## src/rtl/spi_controller.sv

```systemverilog
// Byte-oriented SPI initiator: SCLK idles low, MSB first, CS held low across a burst
// until a byte flagged tx_last_i completes. All SPI timing comes from a half-period counter.
module spi_controller #(
    parameter int HALF_PERIOD = 8
) (
    input  logic       clk_i,
    input  logic       rst_ni,
    input  logic [7:0] tx_data_i,
    input  logic       tx_valid_i,
    input  logic       tx_last_i,
    output logic       tx_ready_o,
    output logic [7:0] rx_data_o,
    output logic       rx_stb_o,
    output logic       busy_o,
    output logic       spi_sclk_o,
    output logic       spi_mosi_o,
    input  logic       spi_miso_i,
    output logic       spi_cs_o
);

    localparam int SYNC_FF_COUNT = 2;
    localparam int CW = $clog2(HALF_PERIOD + 1);
    localparam logic [CW-1:0] HP_LAST = CW'(HALF_PERIOD - 1);

    typedef enum logic [2:0] {IDLE, SETUP, HIGH, LOW, WAIT_NEXT, HOLD, GAP} state_e;

    state_e                   state_q;
    logic [CW-1:0]            hp_cnt_q, hp_cnt_d;
    logic [2:0]               bit_cnt_q;
    logic [7:0]               tx_shift_q, rx_shift_q, rx_shift_d, rx_data_q;
    logic                     last_q, done_q, rx_stb_q, sclk_q, mosi_q, cs_q;
    logic [SYNC_FF_COUNT-1:0] miso_sync_q;
    logic                     hp_done, accept;

    // spi_miso_i is asynchronous to clk_i; only the last stage is ever used.
    always_ff @(posedge clk_i) begin
        if (!rst_ni) miso_sync_q <= '0;
        else         miso_sync_q <= {miso_sync_q[SYNC_FF_COUNT-2:0], spi_miso_i};
    end

    assign hp_done    = (hp_cnt_q == HP_LAST);
    assign hp_cnt_d   = hp_done ? '0 : hp_cnt_q + CW'(1);
    assign rx_shift_d = {rx_shift_q[6:0], miso_sync_q[SYNC_FF_COUNT-1]};
    assign tx_ready_o = (state_q == IDLE) || (state_q == WAIT_NEXT);
    assign accept     = tx_valid_i && tx_ready_o;

    // NOTE: every register here, shift registers included, is cleared by the synchronous
    // reset and updated only with non-blocking assignments so all state moves on one edge.
    always_ff @(posedge clk_i) begin
        if (!rst_ni) begin
            state_q    <= IDLE;
            hp_cnt_q   <= '0;
            bit_cnt_q  <= '0;
            tx_shift_q <= '0;
            rx_shift_q <= '0;
            rx_data_q  <= '0;
            last_q     <= 1'b0;
            done_q     <= 1'b0;
            rx_stb_q   <= 1'b0;
            sclk_q     <= 1'b0;
            mosi_q     <= 1'b0;
            cs_q       <= 1'b1;
        end else begin
            rx_stb_q <= 1'b0;
            case (state_q)
                IDLE, WAIT_NEXT: begin
                    if (accept) begin
                        tx_shift_q <= tx_data_i;
                        last_q     <= tx_last_i;
                        mosi_q     <= tx_data_i[7];
                        cs_q       <= 1'b0;
                        hp_cnt_q   <= '0;
                        state_q    <= SETUP;
                    end
                end
                SETUP: begin
                    hp_cnt_q <= hp_cnt_d;
                    if (hp_done) begin
                        sclk_q  <= 1'b1;
                        mosi_q  <= tx_shift_q[7];
                        state_q <= HIGH;
                    end
                end
                HIGH: begin
                    hp_cnt_q <= hp_cnt_d;
                    if (hp_done) begin
                        sclk_q     <= 1'b0;
                        rx_shift_q <= rx_shift_d;
                        tx_shift_q <= {tx_shift_q[6:0], 1'b0};
                        state_q    <= LOW;
                    end
                end
                LOW: begin
                    // done_q marks the strobe cycle that follows the eighth low phase.
                    if (done_q) begin
                        done_q  <= 1'b0;
                        state_q <= last_q ? HOLD : WAIT_NEXT;
                    end else begin
                        hp_cnt_q <= hp_cnt_d;
                        if (hp_done) begin
                            if (bit_cnt_q == 3'd7) begin
                                bit_cnt_q <= '0;
                                done_q    <= 1'b1;
                                rx_stb_q  <= 1'b1;
                                rx_data_q <= rx_shift_q;
                            end else begin
                                bit_cnt_q <= bit_cnt_q + 3'd1;
                                sclk_q    <= 1'b1;
                                mosi_q    <= tx_shift_q[7];
                                state_q   <= HIGH;
                            end
                        end
                    end
                end
                HOLD: begin
                    hp_cnt_q <= hp_cnt_d;
                    if (hp_done) begin
                        cs_q    <= 1'b1;
                        state_q <= GAP;
                    end
                end
                GAP: begin
                    hp_cnt_q <= hp_cnt_d;
                    if (hp_done) state_q <= IDLE;
                end
                default: state_q <= IDLE;
            endcase
        end
    end

    assign rx_data_o  = rx_data_q;
    assign rx_stb_o   = rx_stb_q;
    assign busy_o     = (state_q != IDLE);
    assign spi_sclk_o = sclk_q;
    assign spi_mosi_o = mosi_q;
    assign spi_cs_o   = cs_q;

endmodule

```

## config.mk

```make
export PLATFORM = sky130hd
export DESIGN_NAME = spi_controller
export DESIGN_NICKNAME = d
export VERILOG_FILES = /design/src/rtl/spi_controller.sv
export SDC_FILE = /design/constraint.sdc
export NUM_CORES = 1
export LEC_CHECK = 0
export ABC_AREA = 1
export CORE_UTILIZATION = 40
export DETAILED_ROUTE_END_ITERATION = 7
export GPL_ROUTABILITY_DRIVEN = 0
export GPL_TIMING_DRIVEN = 1
export PLACE_DENSITY = 0.59
export SYNTH_ARGS = -nofsm -noshare
export SYNTH_HDL_FRONTEND = slang
export SYNTH_SLANG_ARGS = --single-unit
```

## constraint.sdc

```tcl
create_clock -name clk_i -period 1.75 [get_ports clk_i]
set_clock_uncertainty 0.05 [all_clocks]
set_input_delay 0.35 -clock clk_i [delete_from_list [all_inputs] [get_ports clk_i]]
set_output_delay 0.35 -clock clk_i [all_outputs]
set_load 0.01 [all_outputs]
```

==> summary.md <==
| Metric | Value |
|---|---|
| Startpoint types | flop |
| Yosys warns | 0 |
| Layout Cells excl Fill | 362 |
| Chip Width | 72.1 um |
| Drt pass-1 iters | 4 |
| Worst-Skew Late Latency | 0.29 ns |
| Post-Syn Area | 1970 um^2 |
| Layout cells sized above 1 | 0.119 |
| Pin count of the biggest net entering global routing | 24 |
| Max-slew violation count | 0 |
| Final Hold Viols | 0 |
| Setup Total Neg Slack | 0 ns |
| Fmax | 612 MHz |
| Pwr dens | 1220 nW/um^2 |
| Die area | 5200 um^2 |
| Crit path time final | 1.63 ns |
| Row count | 25 |
| Crit path DAT | 1.23 ns |
| Final setup vio count | 0 |
| # IOs | 27 |
| Cell variety after synth | 27 |
| Stages on worst setup path | 1 |
| Asr flop ratio synth | 0 |
| Hold path depth | 2 |
| CTS buffer count | 5 |
| Commonest non-fill, non-tap cell in the layout | nand2_1 |
| Vias in the first global route | 1532 |
| FF-to-FF path depth | 9 |
| Final nets | 310 |
| ANT nets after route | 0 |
| Filler cell count in the final layout | 472 |
| Post-Place Worst Slack | 0.0613 ns |
| First-pass GRT wire length | 6930 um |
| Register area share after synthesis | 0.427 |
| Final Cycle Share | 0.934 |
| Slowest cell on crit path | clkdlybuf4s50_1 |
| Synth-to-Final Area Change | 24.2% |
| Crit. End Element | output pin |
| Met2 Use GR | 0.267 |
| Grt peak-use layer | met2 |
| WL/cell | 11.2 um |
| Final Util | 0.518 |
| Critical path type | reg -> out |
| Ant diodes | 0 |
| Placed insts | 353 |
| Worst path max stage delay | 0.56 ns |
| Total GRT Usage | 0.168 |
| Vias per inst | 4.75 |
| Multi-input logic area | 1020 um^2 |
| DR iter-0 viols | 79 |
| Clock root buffer | clkbuf_8 |
| Initial Util | 0.417 |
| Number of max-cap violations | 0 |
| Hold WS | 0.374 ns |
| H-tree levels | 2 |
| Least-Margin Pin Slew | 0.324 ns |
| Commonest non-fill, non-tap cells in the layout | nand2_1, dfxtp_1, nor2_1 |
| Buffers on Ports | 26 |
| Slew margin rel. | 0.783 |
| Worst VDD drop | 0.000629 V |
| Synth Flop Type | dfxtp_1 |
| Gr ovfl total | 0 |
| # hold bufs at CTS | 0 |
| Initial antenna violation count | 0 |
| Status | complete, no violations |
| Clk slew on worst S/H paths | 0.09 ns |
| EDFF count, synth | 0 |
| Maximum clock insertion buffer count | 2 |
| Vias | 1718 |
| Synth Area per Inst | 7.51 um^2 |
| Post-CTS Setup Repair Bufs | 0 |
| Crit path buf inv count | 1 |
| PnR worst setup slack | 0.116 ns |
| Die height | 72.1 um |
| Worst path cell trace | clkdlybuf4s50_1 |
| Core area | 4720 um^2 |
| Family with the most delay on the worst path | buffers and inverters |
| Post-detailed-routing wire length | 4040 um |
| CP Max Fanout | 3 |
| Routing usage on met1 | 0.231 |
| Drt drc | 0 |
| Clk sinks | 42 |
| Worst min path class | reg -> reg |
| Synthesized flop and latch total | 42 |
| Sequential cell area | 846 um^2 |
| Leakage | 1.15 nW |
| HPWL Detailed | 2900 um |
| CTS tree | built |
| Data required, critical path | 1.35 ns |
| Met3 Resource Use GR | 0.0417 |
| Syn Nets | 278 |
| Mapped Cells | 262 |
==> Yosys cell counts (2+ instances only) <==
cell type	number	area share
clkbuf_1	2	0.0038
nand2_1	73	0.14
nand3_1	24	0.061
inv_1	18	0.034
nor2_1	38	0.072
dfxtp_1	42	0.43
xor2_1	2	0.0089
buf_1	2	0.0038
nand3_2	2	0.010
nor2_8	3	0.031
nor2_2	2	0.0064
o211a_1	5	0.025
a21oi_1	11	0.028
nand2_4	4	0.023
o21ai_0	17	0.043
buf_6	3	0.017
nand2_2	2	0.0064
ha_1	3	0.019
==> timing repair <==
action                     in CTS  in global routing
pin swaps                       0                  2
cloned                          0                  1
setup endpoints to repair       2                  9
gates resized for setup         4                  4
==> power by group <==
part | switching, mW | total (mW) | internal [mW]
clock | 0.330 | 0.756 | 0.426
combinational | 0.632 | 1.03 | 0.400
sequential | 0.0984 | 1.19 | 1.09
==> sequential cells by signal, summed over array words and instances, names as in the netlist <==
name and cells:
rx_shift_q 8, miso_sync_q 2, state_q 3, bit_cnt_q 3, last_q 1, rx_stb_o 1
spi_cs_o 1, spi_sclk_o 1, tx_shift_q 8, done_q 1, hp_cnt_q 4, spi_mosi_o 1
rx_data_o 8
==> kinds of logic (layout without fill, tap and decap cells) <==
kind of cell / after synthesis / count (layout) / share of synthesized area
buffers and inverters: 29 / 61 / 0.0699
adders and majority gates: 3 / 3 / 0.0191
and+or+nand+nor: 150 / 151 / 0.367
DFF: 42 / 42 / 0.427
xor gates and xnor gates: 2 / 2 / 0.00890
AOI/OAI and AO/OA: 36 / 36 / 0.107
==> worst paths after layout <==
| check | startpoint | end | slack (ns) |
|---|---|---|---|
| worst max-delay path | spi_cs_o | spi_cs_o | 0.12 |
| worst min-delay path | miso_sync_q[0] | miso_sync_q[1] | 0.37 |
| worst max register to register | hp_cnt_q[1] | rx_data_o[2] | 0.14 |
| worst min register to register | miso_sync_q[0] | miso_sync_q[1] | 0.37 |
==> per-layer routing <==
| metal | vias up | part of all wire |
|---|---|---|
| li1 | 900 | - |
| met4 | 0 | 0.0047 |
| met2 | 25 | 0.45 |
| met1 | 791 | 0.51 |
| met5 | - | 0 |
| met3 | 2 | 0.034 |
==> stage by stage <==
stage,power (mW),cell area (um^2)
2_1_floorplan,1.95,1970
3_3_place_gp,2.24,2300
3_5_place_dp,2.24,2300
4_1_cts,3.01,2420
5_1_grt,3.19,2440
6_report,2.98,2440
==> area by class of cell <==
| cell class | count | area share |
|---|---|---|
| multi-input combinational | 192 | 0.416 |
| sequential | 42 | 0.346 |
| timing repair buffer | 32 | 0.125 |
| tap | 67 | 0.0343 |
| inverter | 21 | 0.0333 |
| clock buffer | 6 | 0.0297 |
| clock inverter | 2 | 0.0154 |
Note: power is estimated with default switching activity, not from simulation.
